===== src/rtl/operand_loader_pkg.sv =====
// -----------------------------------------------------------------------------
// operand_loader_pkg
// Shared types and constants for the operand_loader front-end sequencer.
//   DATA_W   : operand width driven to the add/sub display unit.
//   state_t  : entry FSM state. The encoding is visible on state_led.
//   op_regs_t: the registered outputs, grouped so they can be cleared together.
// -----------------------------------------------------------------------------
package operand_loader_pkg;

   localparam int DATA_W = 4;

   typedef enum logic [1:0] {
      LOAD_A  = 2'b00,
      LOAD_B  = 2'b01,
      LOAD_OP = 2'b10,
      SHOW    = 2'b11
   } state_t;

   typedef struct packed {
      logic [DATA_W-1:0] a;
      logic [DATA_W-1:0] b;
      logic              sel;   // 0 = add, 1 = subtract
      logic              en;
   } op_regs_t;

endpackage


===== src/rtl/operand_loader_btn_debounce.sv =====
// -----------------------------------------------------------------------------
// btn_debounce
// Conditions one raw push-button: a 2-flop synchroniser, a stability counter
// and a rising-edge pulse generator.
//   clk       : system clock, rising edge
//   rst_n     : synchronous reset, active low
//   btn_raw   : raw, bouncing, active-high button
//   btn_level : accepted (debounced) level
//   btn_pulse : one-cycle pulse on each accepted 0->1 transition
// The accepted level flips only after the synchronised level has differed from
// it for DEBOUNCE_CYCLES consecutive cycles. Any shorter excursion restarts
// the count.
// -----------------------------------------------------------------------------
module btn_debounce #(
   parameter int DEBOUNCE_CYCLES = 2_000_000
) (
   input  logic clk,
   input  logic rst_n,
   input  logic btn_raw,
   output logic btn_level,
   output logic btn_pulse
);

   localparam int                CNT_W   = $clog2(DEBOUNCE_CYCLES + 1);
   localparam logic [CNT_W-1:0]  CNT_TOP = CNT_W'(DEBOUNCE_CYCLES - 1);

   logic             sync1_q, sync2_q;
   logic             level_q, level_d;
   logic             level_prev_q;
   logic [CNT_W-1:0] cnt_q, cnt_d;

   // The counter only runs while the levels disagree. When the last count is
   // reached the level flips and the counter falls back to zero, ready for the
   // opposite transition.
   always_comb begin
      level_d = level_q;
      cnt_d   = '0;
      if (sync2_q != level_q) begin
         if (cnt_q == CNT_TOP) begin
            level_d = ~level_q;
         end else begin
            cnt_d = cnt_q + 1'b1;
         end
      end
   end

   // The synchroniser is reset too. This forces a button held through reset to
   // be re-qualified from scratch.
   always_ff @(posedge clk) begin
      if (!rst_n) begin
         sync1_q      <= 1'b0;
         sync2_q      <= 1'b0;
         level_q      <= 1'b0;
         level_prev_q <= 1'b0;
         cnt_q        <= '0;
      end else begin
         sync1_q      <= btn_raw;
         sync2_q      <= sync1_q;
         level_q      <= level_d;
         level_prev_q <= level_q;
         cnt_q        <= cnt_d;
      end
   end

   assign btn_level = level_q;
   assign btn_pulse = level_q & ~level_prev_q;

endmodule


===== src/rtl/operand_loader.sv =====
// -----------------------------------------------------------------------------
// operand_loader
// Steps the user through entry of operand A, operand B and the operation, using
// the slide switches and two debounced buttons. It drives the registered
// control and data inputs of the add/sub display unit.
//   clk       : system clock, rising edge
//   rst_n     : synchronous reset, active low
//   sw        : raw slide switches (quasi-static, not synchronised)
//   btn_next  : raw "advance" button, active high
//   btn_clr   : raw "clear" button, active high
//   en        : arithmetic enable, high only in SHOW
//   mux_sel   : 0 = add, 1 = subtract
//   input_a   : operand A
//   input_b   : operand B
//   state_led : current FSM state encoding
// Build option OPERAND_LOADER_LIVE_OP_EN: while in SHOW, mux_sel tracks sw[0]
// every cycle, with one register of latency.
// -----------------------------------------------------------------------------
module operand_loader
   import operand_loader_pkg::*;
#(
   parameter int DEBOUNCE_CYCLES = 2_000_000
) (
   input  logic              clk,
   input  logic              rst_n,
   input  logic [DATA_W-1:0] sw,
   input  logic              btn_next,
   input  logic              btn_clr,
   output logic              en,
   output logic              mux_sel,
   output logic [DATA_W-1:0] input_a,
   output logic [DATA_W-1:0] input_b,
   output logic [1:0]        state_led
);

   logic     next_p, clr_p;
   logic     next_lvl, clr_lvl;
   state_t   state_q, state_d;
   op_regs_t regs_q, regs_d;

   btn_debounce #(.DEBOUNCE_CYCLES(DEBOUNCE_CYCLES)) u_next_db (
      .clk       (clk),
      .rst_n     (rst_n),
      .btn_raw   (btn_next),
      .btn_level (next_lvl),
      .btn_pulse (next_p)
   );

   btn_debounce #(.DEBOUNCE_CYCLES(DEBOUNCE_CYCLES)) u_clr_db (
      .clk       (clk),
      .rst_n     (rst_n),
      .btn_raw   (btn_clr),
      .btn_level (clr_lvl),
      .btn_pulse (clr_p)
   );

   // The debounced levels are not needed by the sequencer, which acts on the
   // pulses only.
   logic unused_lvl;
   assign unused_lvl = next_lvl ^ clr_lvl;

   // ---------------- state register ----------------
   always_ff @(posedge clk) begin
      if (!rst_n) state_q <= LOAD_A;
      else        state_q <= state_d;
   end

   // ---------------- next state ----------------
   // Clear takes priority. A coincident advance pulse is dropped.
   always_comb begin
      state_d = state_q;
      if (clr_p) begin
         state_d = LOAD_A;
      end else if (next_p) begin
         case (state_q)
            LOAD_A:  state_d = LOAD_B;
            LOAD_B:  state_d = LOAD_OP;
            LOAD_OP: state_d = SHOW;
            SHOW:    state_d = LOAD_A;
            default: state_d = LOAD_A;
         endcase
      end
   end

   // ---------------- output register update ----------------
   // sw is sampled directly on the update edge.
   always_comb begin
      regs_d = regs_q;
`ifdef OPERAND_LOADER_LIVE_OP_EN
      // Live operation select while results are displayed. The value sampled
      // on the edge that leaves SHOW is the one that stays frozen.
      if (state_q == SHOW) regs_d.sel = sw[0];
`endif
      if (clr_p) begin
         regs_d = '0;
      end else if (next_p) begin
         case (state_q)
            LOAD_A:  regs_d.a = sw;
            LOAD_B:  regs_d.b = sw;
            LOAD_OP: begin
               regs_d.sel = sw[0];
               regs_d.en  = 1'b1;
            end
            SHOW:    regs_d.en = 1'b0;
            default: regs_d = regs_q;
         endcase
      end
   end

   always_ff @(posedge clk) begin
      if (!rst_n) regs_q <= '0;
      else        regs_q <= regs_d;
   end

   assign en        = regs_q.en;
   assign mux_sel   = regs_q.sel;
   assign input_a   = regs_q.a;
   assign input_b   = regs_q.b;
   assign state_led = state_q;

endmodule

===== config.mk =====
export PLATFORM = sky130hd
export DESIGN_NAME = operand_loader
export DESIGN_NICKNAME = d
export VERILOG_FILES = /design/src/rtl/operand_loader_pkg.sv /design/src/rtl/operand_loader_btn_debounce.sv /design/src/rtl/operand_loader.sv
export SDC_FILE = /design/constraint.sdc
export NUM_CORES = 1
export LEC_CHECK = 0
export ABC_AREA = 1
export BUFFER_PORTS_ARGS = -buffer_cell sky130_fd_sc_hd__buf_2
export CORE_ASPECT_RATIO = 0.75
export CORE_MARGIN = 8
export CORE_UTILIZATION = 30
export DETAILED_ROUTE_END_ITERATION = 10
export HOLD_SLACK_MARGIN = 0.06
export PLACE_DENSITY = 0.5
export SLEW_MARGIN = 10
export SYNTH_ARGS = -nofsm -noshare
export SYNTH_HDL_FRONTEND = slang
export SYNTH_HIERARCHICAL = 1
export SYNTH_SLANG_ARGS = --single-unit

===== constraint.sdc =====
create_clock -name clk -period 1.7 [get_ports clk]
set_input_delay 0.34 -clock clk [delete_from_list [all_inputs] [get_ports clk]]
set_output_delay 0.34 -clock clk [all_outputs]
set_load 0.03 [all_outputs]

==> results.toml <==
[sta]
slew_headroom_pct = 82.0
hold_viol = 0
fin_setup_tns_ps = 0
skew_ps = 8.46
fmax_mhz = 689
hold_ws_ps = 216
period_share_pct = 85.4
setup_viol = 0
worst_slew_pin_slew_ps = 269
min_period_ps = 1450
finalMaxSlewViolations = 0
rsz0062_at_grt = "false"

[logic_synthesis]
yosysSeqAreaShare_pct = 41.8
yosysWarnings = 6
syn_inst = 413
synth.distinct_cells = 20
synth-seq-cells = 62
syn-num-nets = 428
synth_area_per_cell_um2 = 7.20
netlist_area_um2 = 2970

[floorplan]
num_rows = 31
core_um2 = 9660
start_util_pct = 30.8
die_y_um = 102
die_w_um = 131
dieArea_um2 = 13400
ios = 20

[finish]
seq_area_um2 = 1240
fillCellCount = 1016
synthToLayoutAreaGrowth_pct = 18.0
final_util_pct = 36.3
final_common_cell = "nand2_1"
multi_input_area_um2 = 1540
final_cell_mix = "106 x nand2_1, 89 x nor2_1, 62 x dfxtp_1"
layout-drive-gt1-share_pct = 14.7
n_antenna_cell = 0
nets = 459

[pwr]
p_leak_nw = 1.19
ir_drop_mv = 0.450
total_power_mw = 3.11
cellPowerDensity_nw_per_um2 = 888

[clock_network]
cts-buffers-inserted = 9
cts_setup_buffers = 0
ctsHoldBuffers = 0
path_clk_slew_ps = 50
clk_latency_ps = 320
clockRootBuffer = "clkbuf_16"
cts.sinks = 62
ctsLongestPathBuffers = 2
cts_tree = "built"
htreeDepth = 3
cts_resized = 0

[global_route]
grt_antenna_before_repair = 0
grt_pass1_vias = 2399
grt_max_degree = 22
grt_pass1_wl_um = 10900
grt_usage_pct = 10.3
grt.overflow.total = 0

[detailed_routing]
drc = 0
first_pass_iters = 4
postRouteAntennaNets = 0
avgViaCountPerCell = 4.26
wire_per_inst_um = 10.6
wl_um = 6150
drtIter0Drc = 187
via_count = 2473

[placed_design]
gp_routability_congestion = 0.793
numPortBuffers = 19
place_hpwl_um = 4580

[worst_setup_path]
crit_chain = "ha_1 -> nand3_2 -> nor2_4 -> nand3_2 -> nand2_2 -> buf_12 -> a21oi_1"
r2r-start = "u_next_db/cnt_q[1]$_SDFF_PP0_"
startpoint_type = "flop"
slowest_stage = "dfxtp_1"
required_ps = 1910
crit_fanout = 21
endpoint_kind = "flop"
cp-startpoint = "u_next_db/cnt_q[1]$_SDFF_PP0_"
critPathKind = "flop to flop"
max_stage_delay_ps = 360
cp_common_cell = "nand3_2"
cpLargestDelayFamily = "simple AND/OR/NAND/NOR gates"
critPathBufInv = 1
crit_arrival_ps = 1660

[min_path]
hold_path.class = "input pin to flop"
min_from = "btn_next"

[job]
maxCapViolCount = 0

[status]
status = "finished, final reports clean"
-- per-layer routing --
metal,track usage [%],share of wire [%]
met1,13.6,53
met2,15.3,41
met3,4.17,5.3
met4,2.64,0.52
met5,0,0
-- synth_stat cells, drive strengths merged --
cell	number	share of area, %
nand3	29	5.9
nand2	110	14
nand3b	2	0.76
nor2	99	14
nand4	4	0.84
xnor2	8	2.4
or2	4	0.84
buf	5	1.9
a21oi	25	4.2
o21ai	5	0.84
inv	37	4.7
ha	7	2.9
xor2	16	4.7
dfxtp	62	42
-- kinds of logic after synthesis --
group,share of synthesized area (%)
AO/OA/AOI/OAI,5.05
flip-flops,41.8
AND/OR/NAND/NOR,36.6
adder cells (fa/ha/maj),2.95
buffers and inverters,6.57
XOR/XNOR,7.07
-- cell type report --
| class | instances | share of cell area (%) |
|---|---|---|
| clock buffer | 12 | 6.75 |
| clock inverter | 4 | 0.678 |
| inverter | 37 | 3.96 |
| multi-input combinational | 309 | 43.8 |
| sequential | 62 | 35.4 |
| tap | 132 | 4.71 |
| timing repair buffer | 25 | 4.71 |
-- path summary, 6_finish.rpt --
path / cells past startpoint / slack [ps] / end
worst min register to register: 2 / 420 / u_clr_db/sync2_q$_SDFF_PN0_
worst min-delay path: 3 / 220 / u_next_db/sync1_q$_SDFF_PN0_
worst max register to register: 7 / 250 / u_next_db/cnt_q[18]$_SDFF_PP0_
worst max-delay path: 7 / 250 / u_next_db/cnt_q[18]$_SDFF_PP0_
-- worst reg2reg max path, delay by kind of cell (launching register included) --
family          cells  cell delay, ps
flops               1             360
fa+ha+maj           1             210
compound gates      1              60
simple gates        4             550
buf+inv             1             150
-- flip-flops by register name (all words and copies together) (netlist names), 2 cells and up --
name             flops
input_b              4
u_clr_db/cnt_q      21
u_next_db/cnt_q     21
state_led            2
input_a              4
-- where the power goes --
part,total [mW],switching (mW),internal [mW]
logic,0.0467,0.0285,0.0182
registers,1.46,0.00285,1.46
clock network,1.60,0.621,0.981
-- through the flow --
step                setup WS, ps  instance area [um2]  std cells
CTS                          242                 3510        581
detailed placement           254                 3250        565
global route                 108                 3510        581
finish                       248                 3510        581
global placement             276                 3250        565
floorplan                    354                 2970        413
(Power assumes the default switching activity.)
